**config.mk**
```make
export PLATFORM = sky130hd
export DESIGN_NAME = loop_stack
export DESIGN_NICKNAME = d
export VERILOG_FILES = /design/src/rtl/loop_stack_pkg.sv /design/src/rtl/loop_stack_mem.sv /design/src/rtl/loop_stack.sv
export SDC_FILE = /design/constraint.sdc
export NUM_CORES = 1
export LEC_CHECK = 0
export ABC_AREA = 1
export BUFFER_PORTS_ARGS = -buffer_cell sky130_fd_sc_hd__buf_2
export CAP_MARGIN = 5
export CORE_MARGIN = 10
export CORE_UTILIZATION = 45
export DETAILED_ROUTE_END_ITERATION = 6
export MAX_ROUTING_LAYER = met4
export SLEW_MARGIN = 5
export SYNTH_ARGS = -nofsm -noshare
export SYNTH_HDL_FRONTEND = slang
export SYNTH_HIERARCHICAL = 1
export SYNTH_SLANG_ARGS = --single-unit
```
**constraint.sdc**
```tcl
create_clock -name clk -period 3.5 [get_ports clk]
set_input_delay 0.175 -clock clk [delete_from_list [all_inputs] [get_ports clk]]
set_output_delay 0.175 -clock clk [all_outputs]
set_load 0.05 [all_outputs]
```
**src/rtl/loop_stack_pkg.sv**
```systemverilog
// Shared types for the loop-start stack: byte/PC beats and the transfer FSM states.
package loop_stack_pkg;

  typedef logic [7:0]  BYTE;
  typedef logic [15:0] PROGRAM_COUNTER;

  typedef enum logic [1:0] {
    LS_IDLE  = 2'd0,
    LS_WR_HI = 2'd1,
    LS_RD_LO = 2'd2,
    LS_RD_HI = 2'd3
  } loop_stack_state_t;

  // Low beat of a program counter (sent first on the byte bus).
  function automatic BYTE pc_lo(input PROGRAM_COUNTER pc);
    return pc[7:0];
  endfunction

  // High beat of a program counter (sent second on the byte bus).
  function automatic BYTE pc_hi(input PROGRAM_COUNTER pc);
    return pc[15:8];
  endfunction

endpackage

```
**src/rtl/loop_stack_mem.sv**
```systemverilog
// DEPTH x 16 storage for saved loop-start addresses: one synchronous write
// port, one asynchronous read port. Contents are deliberately not reset.
module loop_stack_mem
  import loop_stack_pkg::*;
#(
  parameter int DEPTH = 16,
  parameter int PTR_W = $clog2(DEPTH)
) (
  input  logic             clk,
  input  logic             we,
  input  logic [PTR_W-1:0] waddr,
  input  logic [15:0]      wdata,
  input  logic [PTR_W-1:0] raddr,
  output logic [15:0]      rdata
);

  PROGRAM_COUNTER mem_r [DEPTH];

  // Store a completed push at the slot just above the current top.
  always_ff @(posedge clk) begin
    if (we) begin
      mem_r[waddr] <= wdata;
    end
  end

  assign rdata = mem_r[raddr];

endmodule

```
**src/rtl/loop_stack.sv**
```systemverilog
// Loop-start LIFO responder: collects a PC as two store beats and returns the
// top entry as two load beats, with pop/peek, drop and sticky error flags.
module loop_stack
  import loop_stack_pkg::*;
#(
  parameter  int DEPTH = 16,
  localparam int PTR_W = $clog2(DEPTH)
) (
  input  logic           clk,
  input  logic           rst_n,
  input  logic           wr_valid,
  input  logic [7:0]     wr_byte,
  input  logic           rd_req,
  input  logic           rd_pop,
  input  logic           drop,
  output logic           rd_valid,
  output logic [7:0]     rd_byte,
  output logic           busy,
  output logic           empty,
  output logic           full,
  output logic [PTR_W:0] count,
  output logic           err_overflow,
  output logic           err_underflow
);

  localparam logic [PTR_W:0] CNT_ONE  = {{PTR_W{1'b0}}, 1'b1};
  localparam logic [PTR_W:0] CNT_ZERO = {(PTR_W+1){1'b0}};
  localparam logic [PTR_W:0] CNT_FULL = (PTR_W+1)'(DEPTH);

  loop_stack_state_t state_r;
  logic [PTR_W:0]    count_r;
  BYTE               low_r;
  PROGRAM_COUNTER    data_r;
  logic              pop_r;
  logic              rd_valid_r;
  BYTE               rd_byte_r;
  logic              err_ov_r;
  logic              err_un_r;

  logic [PTR_W:0]    count_eff_s;
  logic [PTR_W-1:0]  top_idx_s;
  PROGRAM_COUNTER    rdata_s;
  PROGRAM_COUNTER    top_s;
  logic              full_s;
  logic              empty_s;
  logic              arb_s;
  logic              start_wr_s;
  logic              start_rd_s;
  logic              drop_s;
  logic              we_s;

  assign full_s  = (count_r == CNT_FULL);
  assign empty_s = (count_r == CNT_ZERO);

  // Count as seen by a read accepted this cycle: a pop finishing in RD_HI is
  // already applied so back-to-back reads see the new top.
  always_comb begin
    count_eff_s = count_r;
    if (state_r == LS_RD_HI && pop_r && !empty_s) begin
      count_eff_s = count_r - CNT_ONE;
    end else begin
      count_eff_s = count_r;
    end
  end

  // Top-of-stack value; an empty stack reads as zero so the loader never hangs.
  always_comb begin
    top_idx_s = PTR_W'(count_eff_s - CNT_ONE);
    if (count_eff_s == CNT_ZERO) begin
      top_s = 16'h0000;
    end else begin
      top_s = rdata_s;
    end
  end

  // New transfers are arbitrated in IDLE and also on the final read beat,
  // with priority write > read > drop.
  always_comb begin
    arb_s      = (state_r == LS_IDLE) || (state_r == LS_RD_HI);
    start_wr_s = arb_s && wr_valid;
    start_rd_s = arb_s && !wr_valid && rd_req;
    drop_s     = (state_r == LS_IDLE) && !wr_valid && !rd_req && drop;
    we_s       = (state_r == LS_WR_HI) && wr_valid && !full_s;
  end

  loop_stack_mem #(
    .DEPTH (DEPTH),
    .PTR_W (PTR_W)
  ) u_mem (
    .clk   (clk),
    .we    (we_s),
    .waddr (count_r[PTR_W-1:0]),
    .wdata ({wr_byte, low_r}),
    .raddr (top_idx_s),
    .rdata (rdata_s)
  );

  // Transfer FSM with pointer, latched read data, registered beats and sticky errors.
  always_ff @(posedge clk or negedge rst_n) begin
    if (!rst_n) begin
      state_r    <= LS_IDLE;
      count_r    <= CNT_ZERO;
      low_r      <= 8'h00;
      data_r     <= 16'h0000;
      pop_r      <= 1'b0;
      rd_valid_r <= 1'b0;
      rd_byte_r  <= 8'h00;
      err_ov_r   <= 1'b0;
      err_un_r   <= 1'b0;
    end else begin
      rd_valid_r <= 1'b0;
      case (state_r)
        LS_IDLE: begin
          state_r <= LS_IDLE;
        end
        LS_WR_HI: begin
          if (wr_valid) begin
            if (!full_s) begin
              count_r <= count_r + CNT_ONE;
            end else begin
              err_ov_r <= 1'b1;
            end
            state_r <= LS_IDLE;
          end else begin
            state_r <= LS_WR_HI;
          end
        end
        LS_RD_LO: begin
          rd_valid_r <= 1'b1;
          rd_byte_r  <= pc_hi(data_r);
          state_r    <= LS_RD_HI;
        end
        LS_RD_HI: begin
          count_r <= count_eff_s;
          state_r <= LS_IDLE;
        end
        default: begin
          state_r <= LS_IDLE;
        end
      endcase

      if (start_wr_s) begin
        low_r   <= wr_byte;
        state_r <= LS_WR_HI;
      end else if (start_rd_s) begin
        pop_r      <= rd_pop;
        data_r     <= top_s;
        rd_valid_r <= 1'b1;
        rd_byte_r  <= pc_lo(top_s);
        if (count_eff_s == CNT_ZERO) begin
          err_un_r <= 1'b1;
        end
        state_r <= LS_RD_LO;
      end else if (drop_s) begin
        if (!empty_s) begin
          count_r <= count_r - CNT_ONE;
        end else begin
          err_un_r <= 1'b1;
        end
      end else begin
        low_r <= low_r;
      end
    end
  end

  assign rd_valid      = rd_valid_r;
  assign rd_byte       = rd_byte_r;
  assign busy          = (state_r != LS_IDLE);
  assign empty         = empty_s;
  assign full          = full_s;
  assign count         = count_r;
  assign err_overflow  = err_ov_r;
  assign err_underflow = err_un_r;

endmodule

```
==> results.txt <==
Syn Inst Count: 1305
Post-cts resize count: 0
Max H-tree Level: 1
Crit path DAT: 3380 ps
Main area contributors after synthesis: edfxtp_1 59%, nand2_1 12%, nand3_1 7.8%
Fmax: 0.345 GHz
CP endpoint: data_r[15]$_DFFE_PN0P_
Reg2reg setup slack: 600 ps
Vias/cell: 5.03
Final slew viol count: 0
Synth warn: 6
Vias: 8847
Number of buffers created by CTS: 31
Seq/Total Area, Yosys: 0.653
Critical path class: reg -> reg
Max-cap violations: 0
Crit start category: flop
WL final: 32200 um
Cell Count Post-Placement: 1698
Post-Syn Area: 13100 um2
Dominant cell type by area after synthesis: edfxtp_1
Max Buffers Root-to-Sink: 3
Post-synth ARST share: 0.120
DRC viols: 0
Area share of the largest cell type after synthesis: 0.587
Core Area: 28700 um2
Endpoint class of the critical path: flop
Vias in the first global route: 8705
Max VDD drop: 1.20 mV
Global route total overflow: 0
Port Buffer Count: 32
DP HPWL: 19100 um
Top post-synthesis cells by count: 405 x nand2_1, 256 x edfxtp_1, 227 x inv_1, 205 x nand3_1, 35 x dfrtp_1
Worst Tran Pin Value: 911 ps
Beginning of the critical path: count[1]$_DFF_PN0_
1st-iter DRT viols: 718
Row Count: 62
Clock Tree Root: clkbuf_16
IO Pins: 33
Reg2Reg Launch Point: count[1]$_DFF_PN0_
Leak Pwr: 6.47 nW
#FFs+latches synth: 291
Worst Path Max Fanout: 16
Post-DRT Antenna Nets: 0
R2R cell count: 15
Netlist cell types: 35
Clock Sinks: 291
First-pass GRT wire length: 50500 um
Most repeated cell in the gate-level netlist after synthesis: nand2_1
Fin area: 14900 um2
Worst path depth: 15
Worst EP required: 3970 ps
Full die area: 36400 um2
Syn Nets: 1326
CTS tree: yes
Clk slew on worst S/H paths: 60 ps
Final hold violations: 0
Max_slew headroom: 0.392
Initial Utilization: 0.457
RSZ-0062 raised after global routing: false
Area growth from synthesis to layout: 13.3%
Final GP Congestion: 0.869
Clk_skew: 8.95 ps
Hold Path Class: in -> reg
Initial DRT Pass Iterations: 5
Final setup margin: 600 ps
Dpl ws: 650 ps
FILL cells: 2569
Crit path top cell by count: nand2_1
Max incr delay on CP: 660 ps
Avg Inst Size Synth: 10.0 um2
CP Cell Sequence: inv_1 -> ha_1 -> inv_1 -> nand2_1 -> nand2_1 -> nand3_2 -> nand2_2 -> nor2_1 -> nand2_1 -> xor2_2 -> inv_1 -> nand3_1 -> nand2_1 -> nand3_1 -> o21ai_0
CP max-delay cell: inv_1
Setup tns final: 0 ps
Post-synth EDFFs: 256
WL/cell: 18.3 um
Layout Nets: 1373
PD cells: 997 nW/um2
ANT cells: 0
Final worst path period share: 0.829
Crit path buffers/inverters: 3
Clock Latency Late Sink: 560 ps
Most used DFF post-synth: edfxtp_1
Crit-path leading delay family: simple AND/OR/NAND/NOR gates
Status: finished, final reports clean
Crit path time final: 2900 ps
Placed cell area: 13800 um2
Total track usage: 0.183
Finished Layout Cells: 1759
Antenna violations before repair: 0
DIE HEIGHT: 191 um
Overall die width: 191 um
Final setup fails: 0
Largest net degree at the start of global routing: 80
RR Endpoint: data_r[15]$_DFFE_PN0P_
Share of layout cells above drive strength 1: 0.120
-- worst register-to-register path: stages (launching register included) --
cell     delay [ps]
dfrtp_1         480
inv_1           100
ha_1            240
inv_1            60
nand2_1          60
nand2_1          90
nand3_2          90
nand2_2         130
nor2_1          140
nand2_1          90
xor2_2          160
inv_1           660
nand3_1         220
nand2_1         130
nand3_1          80
o21ai_0          90
-- per-layer routing --
layer  up-vias  global-route usage  part of all wire
li1       4295                   -                 -
met1      4265               0.231              0.43
met2       239               0.306              0.50
met3        48              0.0238             0.049
met4         0              0.0460             0.022
met5         -                   -                 0
-- cells by family after synthesis --
logic type,Yosys count,share of synthesized area
AO/OA/AOI/OAI,38,0.0168
XOR/XNOR,7,0.00468
adder cells (fa/ha/maj),7,0.00668
buffers and inverters,295,0.0956
flip-flops,291,0.653
multiplexers,1,0.000859
AND/OR/NAND/NOR,666,0.222
-- how the worst min path moves through the flow --
stage / cells past startpoint / slack, ps / to / startpoint
detailed placement: 1 / 360 / rd_byte[2]$_DFF_PN0_ / rst_n
global placement: 1 / 350 / rd_byte[2]$_DFF_PN0_ / rst_n
finish: 3 / 10 / low_r[7]$_DFFE_PN0P_ / wr_byte[7]
CTS: 3 / 4 / low_r[7]$_DFFE_PN0P_ / wr_byte[7]
floorplan: 0 / -120 / count[0]$_DFF_PN0_ / rst_n
global route: 1 / 30 / u_mem/mem_r[2][15]$_DFFE_PP_ / wr_byte[7]
-- report_power, final --
part | total [W] | switching, W | internal, W
registers | 0.00474 | 0.000396 | 0.00435
clock network | 0.00308 | 0.00130 | 0.00178
logic | 0.00698 | 0.00487 | 0.00211
-- layout by cell type, fill, tap and decap left out, types with 11 or more instances in the layout --
cell type | netlist | routed
nand2_1 | 405 | 405
edfxtp_1 | 256 | 256
inv_1 | 227 | 226
nand3_1 | 205 | 205
dfrtp_1 | 35 | 35
buf_2 | 23 | 32
clkbuf_16 | 0 | 31
buf_4 | 20 | 29
o21ai_0 | 16 | 16
nor2_2 | 0 | 16
nor2_1 | 31 | 14
a21oi_1 | 12 | 12
nand3_2 | 11 | 11
-- metrics by stage --
step	hold slack, ps	power, W	util
CTS	3.77	0.0149	0.517
floorplan	-121	0.00972	-
global route	34.9	0.0158	0.517
global placement	349	0.0118	0.482
detailed placement	356	0.0118	0.482
finish	11.3	0.0148	0.517
-- state kept, by name, indices dropped and copies added, names as in the netlist --
register / count
data_r: 8
rd_valid: 1
low_r: 8
err_underflow: 1
state_r: 2
err_overflow: 1
count: 5
u_mem/mem_r: 256
pop_r: 1
rd_byte: 8
-- cell type report --
cell class                 count  area (um2)  area share
sequential                   291        8560       0.577
multi-input combinational    719        3380       0.228
inverter                     235         883      0.0595
clock buffer                  38         812      0.0547
timing repair buffer          74         588      0.0396
tap                          384         480      0.0324
clock inverter                18         141     0.00952
-- what timing repair did --
action,in CTS,in global routing
hold endpoints to repair,38,0
setup buffers,0,0
hold buffers,5,0
Power figures use the tool's default switching activity.
